### src/rtl/nrzi_pkg.sv
// Shared definitions for the NRZI serial transmitter and its matching receiver:
// FSM state encoding and the default frame width.
package nrzi_pkg;

  localparam int NRZI_WIDTH = 8;

  typedef enum logic [1:0] {
    IDLE  = 2'd0,
    SYNC  = 2'd1,
    SHIFT = 2'd2
  } nrzi_state_t;

endpackage

### src/rtl/nrzi_serial_tx_if.sv
// Word handshake and coded serial line of the NRZI transmitter.
// The master modport is the word producer and line observer; the slave modport is the transmitter.
interface nrzi_serial_tx_if
  import nrzi_pkg::*;
#(
  parameter int WIDTH = NRZI_WIDTH
);

  logic [WIDTH-1:0] data_in;
  logic             data_valid;
  logic             data_ready;
  logic             line_out;
  logic             bit_valid;
  logic             done;

  modport master (
    output data_in,
    output data_valid,
    input  data_ready,
    input  line_out,
    input  bit_valid,
    input  done
  );

  modport slave (
    input  data_in,
    input  data_valid,
    output data_ready,
    output line_out,
    output bit_valid,
    output done
  );

endinterface

### src/rtl/nrzi_serial_tx.sv
// NRZI serial transmitter: accepts a word over valid/ready, sends one sync slot at the
// current line level, then WIDTH data slots LSB-first where a 1 toggles the line.
module nrzi_serial_tx
  import nrzi_pkg::*;
#(
  parameter int   WIDTH      = NRZI_WIDTH,
  parameter logic IDLE_LEVEL = 1'b0
) (
  input logic             clk,
  input logic             reset,
  nrzi_serial_tx_if.slave bus
);

  localparam int            CW   = (WIDTH > 1) ? $clog2(WIDTH) : 1;
  localparam logic [CW-1:0] LAST = CW'(WIDTH - 1);

  nrzi_state_t      state_q;
  nrzi_state_t      state_d;
  logic [WIDTH-1:0] shreg_q;
  logic [CW-1:0]    cnt_q;
  logic             line_q;
  logic             done_q;

  logic             ready_c;
  logic             bit_valid_c;
  logic             last_slot;
  logic             accept;
  logic             advance;

  always_ff @(posedge clk or posedge reset) begin
    if (reset) begin
      state_q <= IDLE;
    end else begin
      state_q <= state_d;
    end
  end

  // The counter names the data slot currently on the line; ready is only raised in
  // the final slot so a waiting word chains into the next SYNC without a gap.
  always_comb begin
    state_d     = state_q;
    ready_c     = 1'b0;
    bit_valid_c = 1'b0;
    accept      = 1'b0;
    advance     = 1'b0;
    last_slot   = (state_q == SHIFT) && (cnt_q == LAST);
    case (state_q)
      IDLE: begin
        ready_c = 1'b1;
        if (bus.data_valid) begin
          accept  = 1'b1;
          state_d = SYNC;
        end
      end
      SYNC: begin
        bit_valid_c = 1'b1;
        advance     = 1'b1;
        state_d     = SHIFT;
      end
      SHIFT: begin
        bit_valid_c = 1'b1;
        if (last_slot) begin
          ready_c = 1'b1;
          if (bus.data_valid) begin
            accept  = 1'b1;
            state_d = SYNC;
          end else begin
            state_d = IDLE;
          end
        end else begin
          advance = 1'b1;
        end
      end
      default: begin
        state_d = IDLE;
      end
    endcase
  end

  // The line is updated on the edge that enters each data slot, so bit k is on the
  // line for the whole of slot k and the level simply holds once the frame ends.
  always_ff @(posedge clk or posedge reset) begin
    if (reset) begin
      shreg_q <= '0;
      cnt_q   <= '0;
      line_q  <= IDLE_LEVEL;
      done_q  <= 1'b0;
    end else begin
      done_q <= last_slot;
      if (accept) begin
        shreg_q <= bus.data_in;
        cnt_q   <= '0;
      end else if (advance) begin
        line_q  <= line_q ^ shreg_q[0];
        shreg_q <= shreg_q >> 1;
        if (state_q == SHIFT) begin
          cnt_q <= cnt_q + CW'(1);
        end
      end
    end
  end

  assign bus.data_ready = ready_c;
  assign bus.bit_valid  = bit_valid_c;
  assign bus.line_out   = line_q;
  assign bus.done       = done_q;

endmodule

### src/flat_wrapper.sv
// flat-port wrapper written by rule: the top's interface ports become plain ports
module nrzi_serial_tx_flat import nrzi_pkg::*;
#(
  parameter int   WIDTH      = NRZI_WIDTH,
  parameter logic IDLE_LEVEL = 1'b0
)
  (clk, reset, bus_data_in, bus_data_valid, bus_data_ready, bus_line_out, bus_bit_valid, bus_done);
  nrzi_serial_tx_if #(.WIDTH(WIDTH)) bus_i ();
  input logic clk;
  input logic reset;
  input wire logic [$bits(bus_i.data_in)-1:0] bus_data_in;
  input wire logic [$bits(bus_i.data_valid)-1:0] bus_data_valid;
  output wire logic [$bits(bus_i.data_ready)-1:0] bus_data_ready;
  output wire logic [$bits(bus_i.line_out)-1:0] bus_line_out;
  output wire logic [$bits(bus_i.bit_valid)-1:0] bus_bit_valid;
  output wire logic [$bits(bus_i.done)-1:0] bus_done;
  assign bus_i.data_in = bus_data_in;
  assign bus_i.data_valid = bus_data_valid;
  assign bus_data_ready = bus_i.data_ready;
  assign bus_line_out = bus_i.line_out;
  assign bus_bit_valid = bus_i.bit_valid;
  assign bus_done = bus_i.done;
  nrzi_serial_tx #(.WIDTH(WIDTH), .IDLE_LEVEL(IDLE_LEVEL)) u_core (.clk(clk), .reset(reset), .bus(bus_i));
endmodule
### config.mk
export PLATFORM = sky130hd
export DESIGN_NAME = nrzi_serial_tx_flat
export DESIGN_NICKNAME = d
export VERILOG_FILES = /design/src/rtl/nrzi_pkg.sv /design/src/rtl/nrzi_serial_tx_if.sv /design/src/rtl/nrzi_serial_tx.sv /design/src/flat_wrapper.sv
export SDC_FILE = /design/constraint.sdc
export NUM_CORES = 1
export LEC_CHECK = 0
export ABC_AREA = 1
export CORE_ASPECT_RATIO = 0.6
export CORE_MARGIN = 3
export CORE_UTILIZATION = 35
export DETAILED_ROUTE_END_ITERATION = 8
export SLEW_MARGIN = 25
export SYNTH_ARGS = -nofsm -noshare
export SYNTH_HDL_FRONTEND = slang
export SYNTH_SLANG_ARGS = --single-unit
### constraint.sdc
create_clock -name clk -period 1.5 [get_ports clk]
set_input_delay 0.225 -clock clk [delete_from_list [all_inputs] [get_ports clk]]
set_output_delay 0.225 -clock clk [all_outputs]
set_load 0.03 [all_outputs]
==> metrics.txt <==
status=complete, no violations; main combinational cell family by area after synthesis=simple AND/OR/NAND/NOR gates; Buffers on Ports=14; Crit Path Category=register to primary output; crit end category=primary output; sequential-to-total area share from yosys stat=43.60%; min Tclk post-route=1.488 ns; Worst-path clk slew=0.06 ns; CTS Buffer Depth=2; vias in the first global route=638; initial antenna violation count=0; crit start category=register; GPL Wtd Cong=0.8302; post-synth cell types=16; synth warn=0; Design Area, Final=1251 um^2; most used cell, CP=nand2_4; final core occ=55.74%; PwrDens=2097 nW/um^2; total grt overflow=0; critical-path cell list=ha_2 > ha_4 > nand2_4 > nand2_4 > buf_6; Wirelength per Cell=11.42 um; die height=44.42 um; Antenna Cells=0; CTS Sinks=15; top-area cell type share of the netlist area=43.60%; Ports=15; Std-Cell Rows=13; clk_lat worst skew=0.25 ns; chip width=70.03 um; Final period util=99.18%; Hold Fails Final Rpt=0; Worst path slowest cell=dfrtp_1; worst slew pin tran=0.3015 ns; Post-Place Worst Slack=-0.06308 ns; Post-Synth Adder-Cell Area=10.17%; Post-layout nets=163; share of cells above drive strength 1=25.69%; worst endpoint data arrival time=1.26 ns; leakage power=0.6838 nW; Max stage delay on crit path=0.38 ns; CTS tree=done; HPWL after DPL=1.356 mm; Slew Limit Fails=0; Synth Area in Compound Gates=4.797%; # setup viols final=0; DRT Pass-1 Iters=6; largest net degree at the start of global routing=16; Area growth syn-to-layout=45.35%; FF+latch count, synth=15; VDD IR max=0.0007673 V; Total Routing Usage GR=13.13%; clk_skew=0.002808 ns; Post-CTS Hold Buffers=0; RSZ-0062 raised after global routing=yes; DR iter-0 viols=65; min setup slack post-route=0.01237 ns; critical path data required time=1.27 ns; vias=784; Inserted Clock Buffers=3; Die Area=3110 um^2; Cell Area, Synth=860.8 um^2; critical-path maximum fanout=3; # H-tree levels=1; Starting Density=38.35%; CTS Root Buffer Type=clkbuf_8; Mapped Nets=130; Routed WL=1.987 mm; Routed Antenna Nets=0; core area=2245 um^2; Hold WC Path Type=input pin to async pin; slew margin rel.=79.83%; simple-gate share of the synthesized area=33.87%; mux cell area share after synthesis=0%; mean post-synth cell area=7.686 um^2; Gate Count Post-Synth=112; Synth area leaders=dfrtp_1 (44%), nand2_1 (24%), ha_1 (10%); Remaining DRCs=0; routed vias/inst=4.506; max_cap viols=0; fmax=0.6722 GHz; area leader, netlist=dfrtp_1; placed cell area=1082 um^2; XOR/XNOR Fraction of Synth Area=1.017%; first-pass GRT wire length=3.001 mm; FILL cells=211
[state kept, by name, indices dropped and copies added (netlist names)]
signal / flops
u_core.bus.done: 1
u_core.bus.line_out: 1
u_core.cnt_q: 3
u_core.shreg_q: 8
u_core.state_q: 2
[routing by layer]
| metal | vias to the layer above | wire length, um | global-route usage, % |
|---|---|---|---|
| li1 | 406 | - | - |
| met1 | 357 | 1016 | 19.10 |
| met2 | 19 | 841 | 17.64 |
| met3 | 2 | 116 | 5.669 |
| met4 | 0 | 12 | 3.435 |
| met5 | - | 0 | 0 |
[final timing paths]
| path | startpoint | to | slack [ns] | cells past startpoint |
|---|---|---|---|---|
| min in group clk | u_core.shreg_q[7] | u_core.shreg_q[7] | 0.47 | 2 |
| max reg2reg | u_core.cnt_q[0] | u_core.shreg_q[2] | 0.04 | 10 |
| max in group asynchronous | reset | u_core.state_q[1] | 1.04 | 3 |
| min | reset | u_core.shreg_q[2] | 0.28 | 3 |
| max | u_core.cnt_q[0] | bus_data_ready | 0.01 | 5 |
| min reg2reg | u_core.shreg_q[7] | u_core.shreg_q[7] | 0.47 | 2 |
[power breakdown]
part / internal, mW / switching (mW) / total, mW
clock: 0.188 / 0.135 / 0.322
sequential: 0.565 / 0.0986 / 0.664
combinational: 0.715 / 0.923 / 1.64
[logic make-up (layout without fill, tap and decap cells)]
| group | Yosys count | after routing |
|---|---|---|
| AO/OA/AOI/OAI | 6 | 7 |
| AND/OR/NAND/NOR | 70 | 70 |
| buffers and inverters | 13 | 44 |
| flip-flops | 15 | 15 |
| adder cells (fa/ha/maj) | 7 | 7 |
| XOR/XNOR | 1 | 1 |
[metrics by stage]
stage               TNS (ns)  power (mW)  hold slack [ns]  instances
floorplan                  0       1.543           0.1265        112
detailed placement   -0.4347       1.977           0.4596        163
finish                     0       2.624           0.2811        174
global route         -0.3212       2.853           0.3048        174
CTS                        0       2.448           0.2860        172
global placement    -0.07608       1.965           0.4604        163
[final cells by class]
cell class	instances	area (um^2)	share of cell area, %
clock buffers	4	45.04	3.600
inverters	12	45.04	3.600
multi-input cells	85	505.5	40.40
flip-flops and latches	15	375.4	30.00
well taps	30	37.54	3.000
repair buffers	28	242.7	19.40
[worst max-delay path, delay by kind of cell, from the launching register on]
kind / cells / cell delay (ns)
and+or+nand+nor: 2 / 0.13
buffers and inverters: 1 / 0.14
DFF: 1 / 0.38
adders and majority gates: 2 / 0.37
[layout by cell type, fill, tap and decap left out, drive strengths merged, types with 2 or more instances in the layout]
cell	n
nand2	60
buf	16
dfrtp	15
inv	12
clkdlybuf4s50	11
ha	7
nor2	6
clkbuf	4
a21oi	4
o21ai	3
nand4	2
[cells in the mapped netlist]
cell and number:
nand2_1 56, dfrtp_1 15, inv_1 11, ha_1 7, nor2_1 6, o21ai_0 3, a21oi_1 2, nand2_2 2
nand2_4 2, nand4_1 2, a21oi_4 1, buf_6 1, inv_2 1, nand3_1 1, or2_2 1, xor2_1 1
[repair_timing]
item                                    in CTS  in global routing
pin swaps                                    2                  2
gates resized for setup                     11                  7
hold endpoints to repair                     0                  0
endpoints found under the setup margin      12                 14
cloned                                       1                  0
setup buffers                                4                  2
(Power assumes the default switching activity.)
